**config.mk**
```make
export PLATFORM = sky130hd
export DESIGN_NAME = pulse_channel_gen_flat
export DESIGN_NICKNAME = d
export VERILOG_FILES = /design/src/rtl/pulse_channel_gen_if.sv /design/src/rtl/pulse_channel_gen.sv /design/src/flat_wrapper.sv
export SDC_FILE = /design/constraint.sdc
export NUM_CORES = 1
export LEC_CHECK = 0
export ABC_AREA = 1
export BUFFER_PORTS_ARGS = -buffer_cell sky130_fd_sc_hd__buf_2
export CELL_PAD_IN_SITES_DETAIL_PLACEMENT = 1
export CELL_PAD_IN_SITES_GLOBAL_PLACEMENT = 1
export CORE_UTILIZATION = 41
export DETAILED_ROUTE_END_ITERATION = 6
export PLACE_DENSITY_LB_ADDON = 0.1
export SLEW_MARGIN = 20
export SYNTH_ARGS = -nofsm -noshare
export SYNTH_HDL_FRONTEND = slang
export SYNTH_SLANG_ARGS = --single-unit
```
**constraint.sdc**
```tcl
create_clock -name I_BITCLK -period 5.25 [get_ports I_BITCLK]
set_input_delay 0.525 -clock I_BITCLK [delete_from_list [all_inputs] [get_ports I_BITCLK]]
set_output_delay 0.525 -clock I_BITCLK [all_outputs]
set_load 0.05 [all_outputs]
```
**src/rtl/pulse_channel_gen_if.sv**
```systemverilog
// Pulse channel register/sample bundle.
// master: register file / sequencer side (drives strobes and channel registers, reads sample).
// slave : pulse_channel_gen (reads strobes and registers, drives sample/active/frequency).
interface pulse_channel_gen_if #(
  parameter int unsigned SAMPLE_W = 20,
  parameter int unsigned PERIOD_W = 11
);
  logic                I_STROBE;
  logic                I_FRAME_TICK;
  logic                I_TRIGGER;
  logic                I_WAVEFORM_EN;
  logic [PERIOD_W-1:0] I_FREQUENCY;
  logic [1:0]          I_DUTY_CYCLE;
  logic [3:0]          I_ENV_INIT;
  logic                I_ENV_DIR;
  logic [2:0]          I_ENV_PERIOD;
  logic [5:0]          I_LENGTH;
  logic                I_LENGTH_EN;
  logic [2:0]          I_SWEEP_PERIOD;
  logic                I_SWEEP_DIR;
  logic [2:0]          I_SWEEP_SHIFT;
  logic [SAMPLE_W-1:0] O_SAMPLE;
  logic                O_ACTIVE;
  logic [PERIOD_W-1:0] O_FREQUENCY;

  modport master (
    output I_STROBE, I_FRAME_TICK, I_TRIGGER, I_WAVEFORM_EN, I_FREQUENCY, I_DUTY_CYCLE,
           I_ENV_INIT, I_ENV_DIR, I_ENV_PERIOD, I_LENGTH, I_LENGTH_EN,
           I_SWEEP_PERIOD, I_SWEEP_DIR, I_SWEEP_SHIFT,
    input  O_SAMPLE, O_ACTIVE, O_FREQUENCY
  );

  modport slave (
    input  I_STROBE, I_FRAME_TICK, I_TRIGGER, I_WAVEFORM_EN, I_FREQUENCY, I_DUTY_CYCLE,
           I_ENV_INIT, I_ENV_DIR, I_ENV_PERIOD, I_LENGTH, I_LENGTH_EN,
           I_SWEEP_PERIOD, I_SWEEP_DIR, I_SWEEP_SHIFT,
    output O_SAMPLE, O_ACTIVE, O_FREQUENCY
  );
endinterface

```
**src/rtl/pulse_channel_gen.sv**
```systemverilog
// Game Boy style pulse (square) channel: 8-step duty sequencer with arithmetic period,
// trigger, length counter, volume envelope and optional frequency sweep, clocked by a
// 512 Hz frame tick.
// Ports:
//   I_BITCLK - clock
//   I_RESET  - synchronous, active-high reset
//   bus      - pulse_channel_gen_if.slave: strobes, channel registers, O_SAMPLE (signed),
//              O_ACTIVE, O_FREQUENCY (shadow frequency)
module pulse_channel_gen #(
  parameter int unsigned          SAMPLE_W  = 20,
  parameter int unsigned          PERIOD_W  = 11,
  parameter bit                   HAS_SWEEP = 1'b1,
  parameter logic [SAMPLE_W-1:0]  AMP_STEP  = 20'h02222
) (
  input logic                I_BITCLK,
  input logic                I_RESET,
  pulse_channel_gen_if.slave bus
);

  localparam logic [PERIOD_W:0] FullPeriod = {1'b1, {PERIOD_W{1'b0}}};
  localparam logic [PERIOD_W:0] TimerOne   = {{PERIOD_W{1'b0}}, 1'b1};

  logic                active_q, active_d;
  logic [PERIOD_W-1:0] shadow_q, shadow_d;
  logic [PERIOD_W:0]   timer_q, timer_d;       // one extra bit: freq 0 reloads 2^PERIOD_W
  logic [2:0]          step_q, step_d;
  logic [3:0]          vol_q, vol_d;
  logic [2:0]          env_timer_q, env_timer_d;
  logic [6:0]          len_cnt_q, len_cnt_d;
  logic [3:0]          sweep_timer_q, sweep_timer_d;  // holds 8 for a sweep period of 0
  logic [2:0]          fs_step_q, fs_step_d;
  logic [SAMPLE_W-1:0] sample_q, sample_d;

  logic                dac_on, trig, len_clk, sweep_clk, env_clk, duty_bit;
  logic [PERIOD_W:0]   trig_sweep, cur_sweep;
  logic [3:0]          sweep_load;
  logic [7:0]          pattern;
  logic [SAMPLE_W-1:0] mag;

  // shadow +/- (shadow >> shift); bit PERIOD_W set means overflow.
  function automatic logic [PERIOD_W:0] sweep_next(input logic [PERIOD_W-1:0] f,
                                                   input logic [2:0] sh, input logic dir);
    logic [PERIOD_W:0] base, delta;
    base  = {1'b0, f};
    delta = base >> sh;
    return dir ? (base - delta) : (base + delta);
  endfunction

  always_comb begin
    dac_on     = (bus.I_ENV_INIT != 4'd0) || bus.I_ENV_DIR;
    trig       = bus.I_TRIGGER && dac_on;
    // Frame sequencer decode uses the step value before this tick's increment.
    len_clk    = bus.I_FRAME_TICK && !fs_step_q[0];
    sweep_clk  = bus.I_FRAME_TICK && (fs_step_q[1:0] == 2'b10);
    env_clk    = bus.I_FRAME_TICK && (fs_step_q == 3'd7);
    trig_sweep = sweep_next(bus.I_FREQUENCY, bus.I_SWEEP_SHIFT, bus.I_SWEEP_DIR);
    cur_sweep  = sweep_next(shadow_q, bus.I_SWEEP_SHIFT, bus.I_SWEEP_DIR);
    sweep_load = (bus.I_SWEEP_PERIOD == 3'd0) ? 4'd8 : {1'b0, bus.I_SWEEP_PERIOD};
  end

  // Patterns written step 0 first (MSB) to step 7 (LSB).
  always_comb begin
    unique case (bus.I_DUTY_CYCLE)
      2'b00:   pattern = 8'b0000_0001;
      2'b01:   pattern = 8'b1000_0001;
      2'b10:   pattern = 8'b1000_0111;
      2'b11:   pattern = 8'b0111_1110;
      default: pattern = 8'b0000_0000;
    endcase
    duty_bit = pattern[3'd7 - step_q];
    mag      = {{(SAMPLE_W-4){1'b0}}, vol_q} * AMP_STEP;
  end

  always_comb begin
    active_d      = active_q;
    shadow_d      = shadow_q;
    timer_d       = timer_q;
    step_d        = step_q;
    vol_d         = vol_q;
    env_timer_d   = env_timer_q;
    len_cnt_d     = len_cnt_q;
    sweep_timer_d = sweep_timer_q;
    fs_step_d     = fs_step_q;
    sample_d      = '0;

    if (active_q && bus.I_WAVEFORM_EN) begin
      sample_d = duty_bit ? mag : -mag;
    end

    if (bus.I_FRAME_TICK) begin
      fs_step_d = fs_step_q + 3'd1;
    end

    if (trig) begin
      // Trigger loads override the strobe and frame-clock updates of this cycle.
      active_d      = 1'b1;
      shadow_d      = bus.I_FREQUENCY;
      timer_d       = FullPeriod - {1'b0, bus.I_FREQUENCY};
      step_d        = 3'd0;
      vol_d         = bus.I_ENV_INIT;
      env_timer_d   = bus.I_ENV_PERIOD;
      len_cnt_d     = 7'd64 - {1'b0, bus.I_LENGTH};
      sweep_timer_d = HAS_SWEEP ? sweep_load : 4'd0;
      if (HAS_SWEEP && (bus.I_SWEEP_SHIFT != 3'd0) && trig_sweep[PERIOD_W]) begin
        active_d = 1'b0;
      end
    end else begin
      if (bus.I_STROBE && active_q) begin
        if (timer_q == TimerOne) begin
          timer_d = FullPeriod - {1'b0, shadow_q};
          step_d  = step_q + 3'd1;
        end else begin
          timer_d = timer_q - TimerOne;
        end
      end

      if (len_clk && bus.I_LENGTH_EN && (len_cnt_q != 7'd0)) begin
        len_cnt_d = len_cnt_q - 7'd1;
        if (len_cnt_q == 7'd1) begin
          active_d = 1'b0;
        end
      end

      if (env_clk && (bus.I_ENV_PERIOD != 3'd0)) begin
        if (env_timer_q <= 3'd1) begin
          env_timer_d = bus.I_ENV_PERIOD;
          if (bus.I_ENV_DIR) begin
            vol_d = (vol_q == 4'd15) ? vol_q : vol_q + 4'd1;
          end else begin
            vol_d = (vol_q == 4'd0) ? vol_q : vol_q - 4'd1;
          end
        end else begin
          env_timer_d = env_timer_q - 3'd1;
        end
      end

      if (HAS_SWEEP && sweep_clk) begin
        if (sweep_timer_q <= 4'd1) begin
          sweep_timer_d = sweep_load;
          if (bus.I_SWEEP_PERIOD != 3'd0) begin
            if (cur_sweep[PERIOD_W]) begin
              active_d = 1'b0;
            end else if (bus.I_SWEEP_SHIFT != 3'd0) begin
              shadow_d = cur_sweep[PERIOD_W-1:0];
            end
          end
        end else begin
          sweep_timer_d = sweep_timer_q - 4'd1;
        end
      end
    end

    if (!dac_on) begin
      active_d = 1'b0;
    end
  end

  always_ff @(posedge I_BITCLK) begin
    if (I_RESET) begin
      active_q      <= 1'b0;
      shadow_q      <= '0;
      timer_q       <= '0;
      step_q        <= 3'd0;
      vol_q         <= 4'd0;
      env_timer_q   <= 3'd0;
      len_cnt_q     <= 7'd0;
      sweep_timer_q <= 4'd0;
      fs_step_q     <= 3'd0;
      sample_q      <= '0;
    end else begin
      active_q      <= active_d;
      shadow_q      <= shadow_d;
      timer_q       <= timer_d;
      step_q        <= step_d;
      vol_q         <= vol_d;
      env_timer_q   <= env_timer_d;
      len_cnt_q     <= len_cnt_d;
      sweep_timer_q <= sweep_timer_d;
      fs_step_q     <= fs_step_d;
      sample_q      <= sample_d;
    end
  end

  assign bus.O_SAMPLE    = sample_q;
  assign bus.O_ACTIVE    = active_q;
  assign bus.O_FREQUENCY = shadow_q;

endmodule

```
**src/flat_wrapper.sv**
```systemverilog
// flat-port wrapper written by rule: the top's interface ports become plain ports
module pulse_channel_gen_flat 
#(
  parameter int unsigned          SAMPLE_W  = 20,
  parameter int unsigned          PERIOD_W  = 11,
  parameter bit                   HAS_SWEEP = 1'b1,
  parameter logic [SAMPLE_W-1:0]  AMP_STEP  = 20'h02222
)
  (I_BITCLK, I_RESET, bus_I_STROBE, bus_I_FRAME_TICK, bus_I_TRIGGER, bus_I_WAVEFORM_EN, bus_I_FREQUENCY, bus_I_DUTY_CYCLE, bus_I_ENV_INIT, bus_I_ENV_DIR, bus_I_ENV_PERIOD, bus_I_LENGTH, bus_I_LENGTH_EN, bus_I_SWEEP_PERIOD, bus_I_SWEEP_DIR, bus_I_SWEEP_SHIFT, bus_O_SAMPLE, bus_O_ACTIVE, bus_O_FREQUENCY);
  pulse_channel_gen_if #(.SAMPLE_W(SAMPLE_W), .PERIOD_W(PERIOD_W)) bus_i ();
  input logic I_BITCLK;
  input logic I_RESET;
  input wire logic [$bits(bus_i.I_STROBE)-1:0] bus_I_STROBE;
  input wire logic [$bits(bus_i.I_FRAME_TICK)-1:0] bus_I_FRAME_TICK;
  input wire logic [$bits(bus_i.I_TRIGGER)-1:0] bus_I_TRIGGER;
  input wire logic [$bits(bus_i.I_WAVEFORM_EN)-1:0] bus_I_WAVEFORM_EN;
  input wire logic [$bits(bus_i.I_FREQUENCY)-1:0] bus_I_FREQUENCY;
  input wire logic [$bits(bus_i.I_DUTY_CYCLE)-1:0] bus_I_DUTY_CYCLE;
  input wire logic [$bits(bus_i.I_ENV_INIT)-1:0] bus_I_ENV_INIT;
  input wire logic [$bits(bus_i.I_ENV_DIR)-1:0] bus_I_ENV_DIR;
  input wire logic [$bits(bus_i.I_ENV_PERIOD)-1:0] bus_I_ENV_PERIOD;
  input wire logic [$bits(bus_i.I_LENGTH)-1:0] bus_I_LENGTH;
  input wire logic [$bits(bus_i.I_LENGTH_EN)-1:0] bus_I_LENGTH_EN;
  input wire logic [$bits(bus_i.I_SWEEP_PERIOD)-1:0] bus_I_SWEEP_PERIOD;
  input wire logic [$bits(bus_i.I_SWEEP_DIR)-1:0] bus_I_SWEEP_DIR;
  input wire logic [$bits(bus_i.I_SWEEP_SHIFT)-1:0] bus_I_SWEEP_SHIFT;
  output wire logic [$bits(bus_i.O_SAMPLE)-1:0] bus_O_SAMPLE;
  output wire logic [$bits(bus_i.O_ACTIVE)-1:0] bus_O_ACTIVE;
  output wire logic [$bits(bus_i.O_FREQUENCY)-1:0] bus_O_FREQUENCY;
  assign bus_i.I_STROBE = bus_I_STROBE;
  assign bus_i.I_FRAME_TICK = bus_I_FRAME_TICK;
  assign bus_i.I_TRIGGER = bus_I_TRIGGER;
  assign bus_i.I_WAVEFORM_EN = bus_I_WAVEFORM_EN;
  assign bus_i.I_FREQUENCY = bus_I_FREQUENCY;
  assign bus_i.I_DUTY_CYCLE = bus_I_DUTY_CYCLE;
  assign bus_i.I_ENV_INIT = bus_I_ENV_INIT;
  assign bus_i.I_ENV_DIR = bus_I_ENV_DIR;
  assign bus_i.I_ENV_PERIOD = bus_I_ENV_PERIOD;
  assign bus_i.I_LENGTH = bus_I_LENGTH;
  assign bus_i.I_LENGTH_EN = bus_I_LENGTH_EN;
  assign bus_i.I_SWEEP_PERIOD = bus_I_SWEEP_PERIOD;
  assign bus_i.I_SWEEP_DIR = bus_I_SWEEP_DIR;
  assign bus_i.I_SWEEP_SHIFT = bus_I_SWEEP_SHIFT;
  assign bus_O_SAMPLE = bus_i.O_SAMPLE;
  assign bus_O_ACTIVE = bus_i.O_ACTIVE;
  assign bus_O_FREQUENCY = bus_i.O_FREQUENCY;
  pulse_channel_gen #(.SAMPLE_W(SAMPLE_W), .PERIOD_W(PERIOD_W), .HAS_SWEEP(HAS_SWEEP), .AMP_STEP(AMP_STEP)) u_core (.I_BITCLK(I_BITCLK), .I_RESET(I_RESET), .bus(bus_i));
endmodule
```
==> reports/metrics.cfg <==
[synthesis]
synth_seq_cells=59
yosysTopAreaCellShare_pct=20.0
yosysSeqAreaShare_pct=20.0
synthCells=950
synth_commonest_cells=nand2_1, inv_1, nand3_1
synth_edf_count=0
yosysMostFrequentCell=nand2_1
syn_area_um2=5920
async_flop_share_pct=0
syn_area_per_cell_um2=6.23
yosysUniqueCellTypes=49
ys_top_cells_by_area=dfxtp_1, nand2_1, ha_1, inv_1, nand3_1
yosys_warnings=0
synth_nets=1040
yosys_most_used_dff=dfxtp_1
synth.largest_area_cell=dfxtp_1

[sta]
setup_viol=0
worst_pin_slew_ns=0.796
skew_ns=0.0105
finalCritPeriodShare_pct=82.2
setup_tns_ns=0
maxSlewHeadroom_pct=46.9
finalMaxSlewViolations=0
finalHoldViolCount=0
min_period_ns=4.32
rsz0062_at_grt=no
fmax_mhz=232
worst_hold_slack_ns=0.464

[clock_tree]
clk_path_buf_depth=2
cts-resized-gates=0
hold_buffers=0
numCtsBuffers=9
clk_latency_ns=0.34
cts_tree=yes
cts-htree-levels=3
clock-root-buffer=clkbuf_16
cts.sinks=59
post_cts_buffers=0
path_clk_slew_ns=0.06

[global_route]
grt_antenna_before_repair=0
grt_pass1_vias=6175
grt_use_total_pct=26.7
grt_max_degree=48
grt_pass1_wl_um=31000
overflow=0

[floorplanning]
fp.dieH_um=122
dieArea_um2=14900
core_area_um2=14000
num_io_pins=73
rows=43
die_w_um=122
start_util_pct=42.3

[job]
maxCapViolCount=0

[critical_path]
worstSetupStartpointType=input port
crit_required_ns=5.51
arrival_ns=4.57
critPathBufInv=5
cp_num_cells=25
critPathKind=in -> reg
critPathMaxStageDelay_ns=0.43
crit_path_end_kind=flop
reg2reg_depth=25
critPathMaxFanout=29
critPathSlowestCell=buf_2
worst_path_most_repeated_cell=nand3_1
cpLargestDelayFamily=simple AND/OR/NAND/NOR gates

[cells_and_area]
areaGrowthSynthToFinish_pct=11.6
stdcell_area_um2=6600
final_cells=1182
antenna_cells=0
drive_gt1_share_pct=11.7
multiInputGateArea_um2=4060
nets=1087
seqCellArea_um2=1180
fillers=1931
fin_util_pct=47.2

[power_and_ir_drop]
ir_drop_mv=0.148
p_leak_nw=3.27
power.density_nw_per_um2=298

[route]
antenna_left=0
drc=0
drtIter0Drc=221
via_per_inst=5.33
drt-total-wl_um=19000
vias=6304
drt-wirelength-per-cell_um=16.0
drt_pass1_iterations=4

[placed_design]
placed_cell_area_um2=6300
dp_hpwl_um=14700
finalWeightedCongestion=0.859
portBuffers=71
dpl.cell_count=1166

[worst_hold_path]
hold_depth=2
worstHoldPathType=in -> reg

[status]
status=completed

-- per-layer routing --
layer	up-vias	track usage [%]	part of all wire (%)
li1	3231	-	-
met4	0	8.23	1.6
met1	2947	34.5	47
met2	107	46.0	48
met3	19	2.90	3.6
met5	-	0	0
-- worst register-to-register path: stages (launching register included) --
cell and delay [ns]:
dfxtp_1 0.48, inv_1 0.15, o21ai_0 0.25, nand2_1 0.08, o21ai_1 0.08, inv_1 0.06
nand2_2 0.07, inv_2 0.04, ha_1 0.17, inv_1 0.06, nor2_1 0.06, nand3_1 0.08
nor2_1 0.06, a21oi_1 0.17, xnor2_1 0.13, inv_1 0.05, ha_1 0.34, a21oi_1 0.30
nor2_1 0.08, a211oi_1 0.21, nand3_1 0.16, nand3_2 0.12, nand3_2 0.24, nand2_2 0.29
nand2_1 0.08, a21oi_1 0.14
-- logic make-up (layout without fill, tap and decap cells) --
kind of cell	Yosys count	in the layout	synth area share, %
DFF	59	59	20.0
buffers and inverters	159	211	11.4
AOI/OAI and AO/OA	192	192	18.2
adders and majority gates	49	49	10.6
and+or+nand+nor	440	440	32.4
other	1	1	0.0634
xor gates and xnor gates	50	50	7.40
-- layout make-up --
type                            instances  share of cell area (%)
Multi-Input combinational cell        732                    61.5
Clock buffer                            9                    3.41
Tap cell                              180                    3.41
Clock inverter                          7                    1.18
Timing Repair Buffer                   74                    5.72
Inverter                              121                    6.88
Sequential cell                        59                    17.9
-- placed cells by master, fill, tap and decap left out, types with 3 or more instances in the layout --
cell and n:
nor3_1 25, nand2_2 5, o21ai_0 70, ha_1 47
a21o_1 3, buf_2 71, a21oi_1 67, nand3_1 87
a31oi_1 13, dfxtp_1 59, nor4_1 4, xor2_1 31
o21ai_1 7, o211ai_1 9, nor2_1 78, buf_4 3
a211oi_1 4, o31ai_1 3, nand4_1 5, or2_2 7
nand3_2 4, nand2_1 215, clkinv_4 3, inv_1 118
inv_2 3, clkbuf_16 9, xnor2_1 19
-- stage by stage --
stage	setup slack, ns	power, mW
after floorplan	1.64	1.16
after global placement	0.801	1.35
after detailed placement	0.626	1.36
after CTS	0.965	1.98
after global routing	0.316	2.11
final	0.934	1.97
-- path summary, 6_finish.rpt --
kind | slack [ns] | start | endpoint
worst max-delay path | 0.93 | bus_I_SWEEP_SHIFT[0] | u_core.bus.O_FREQUENCY[10]$_SDFFE_PP0P_
worst min-delay path | 0.46 | bus_I_FRAME_TICK | u_core.fs_step_q[1]$_SDFFE_PP0P_
worst max register to register | 1.23 | u_core.bus.O_FREQUENCY[2]$_SDFFE_PP0P_ | u_core.bus.O_FREQUENCY[10]$_SDFFE_PP0P_
worst min register to register | 0.48 | u_core.step_q[1]$_SDFFE_PP0P_ | u_core.step_q[1]$_SDFFE_PP0P_
-- flip-flops by register name (all words and copies together) (netlist names) --
| signal | cells |
|---|---|
| u_core.bus.O_ACTIVE | 1 |
| u_core.vol_q | 4 |
| u_core.bus.O_FREQUENCY | 11 |
| u_core.step_q | 3 |
| u_core.timer_q | 12 |
| u_core.env_timer_q | 3 |
| u_core.fs_step_q | 3 |
| u_core.sweep_timer_q | 4 |
| u_core.bus.O_SAMPLE | 11 |
| u_core.len_cnt_q | 7 |
-- power breakdown --
part / leakage, nW / internal [mW] / total, mW / switching, mW
Sequential: 0.485 / 0.486 / 0.548 / 0.0620
Combinational: 2.64 / 0.285 / 0.814 / 0.529
Clock: 0.146 / 0.370 / 0.606 / 0.236
Total: 3.27 / 1.14 / 1.97 / 0.827
Power figures use the tool's default switching activity.
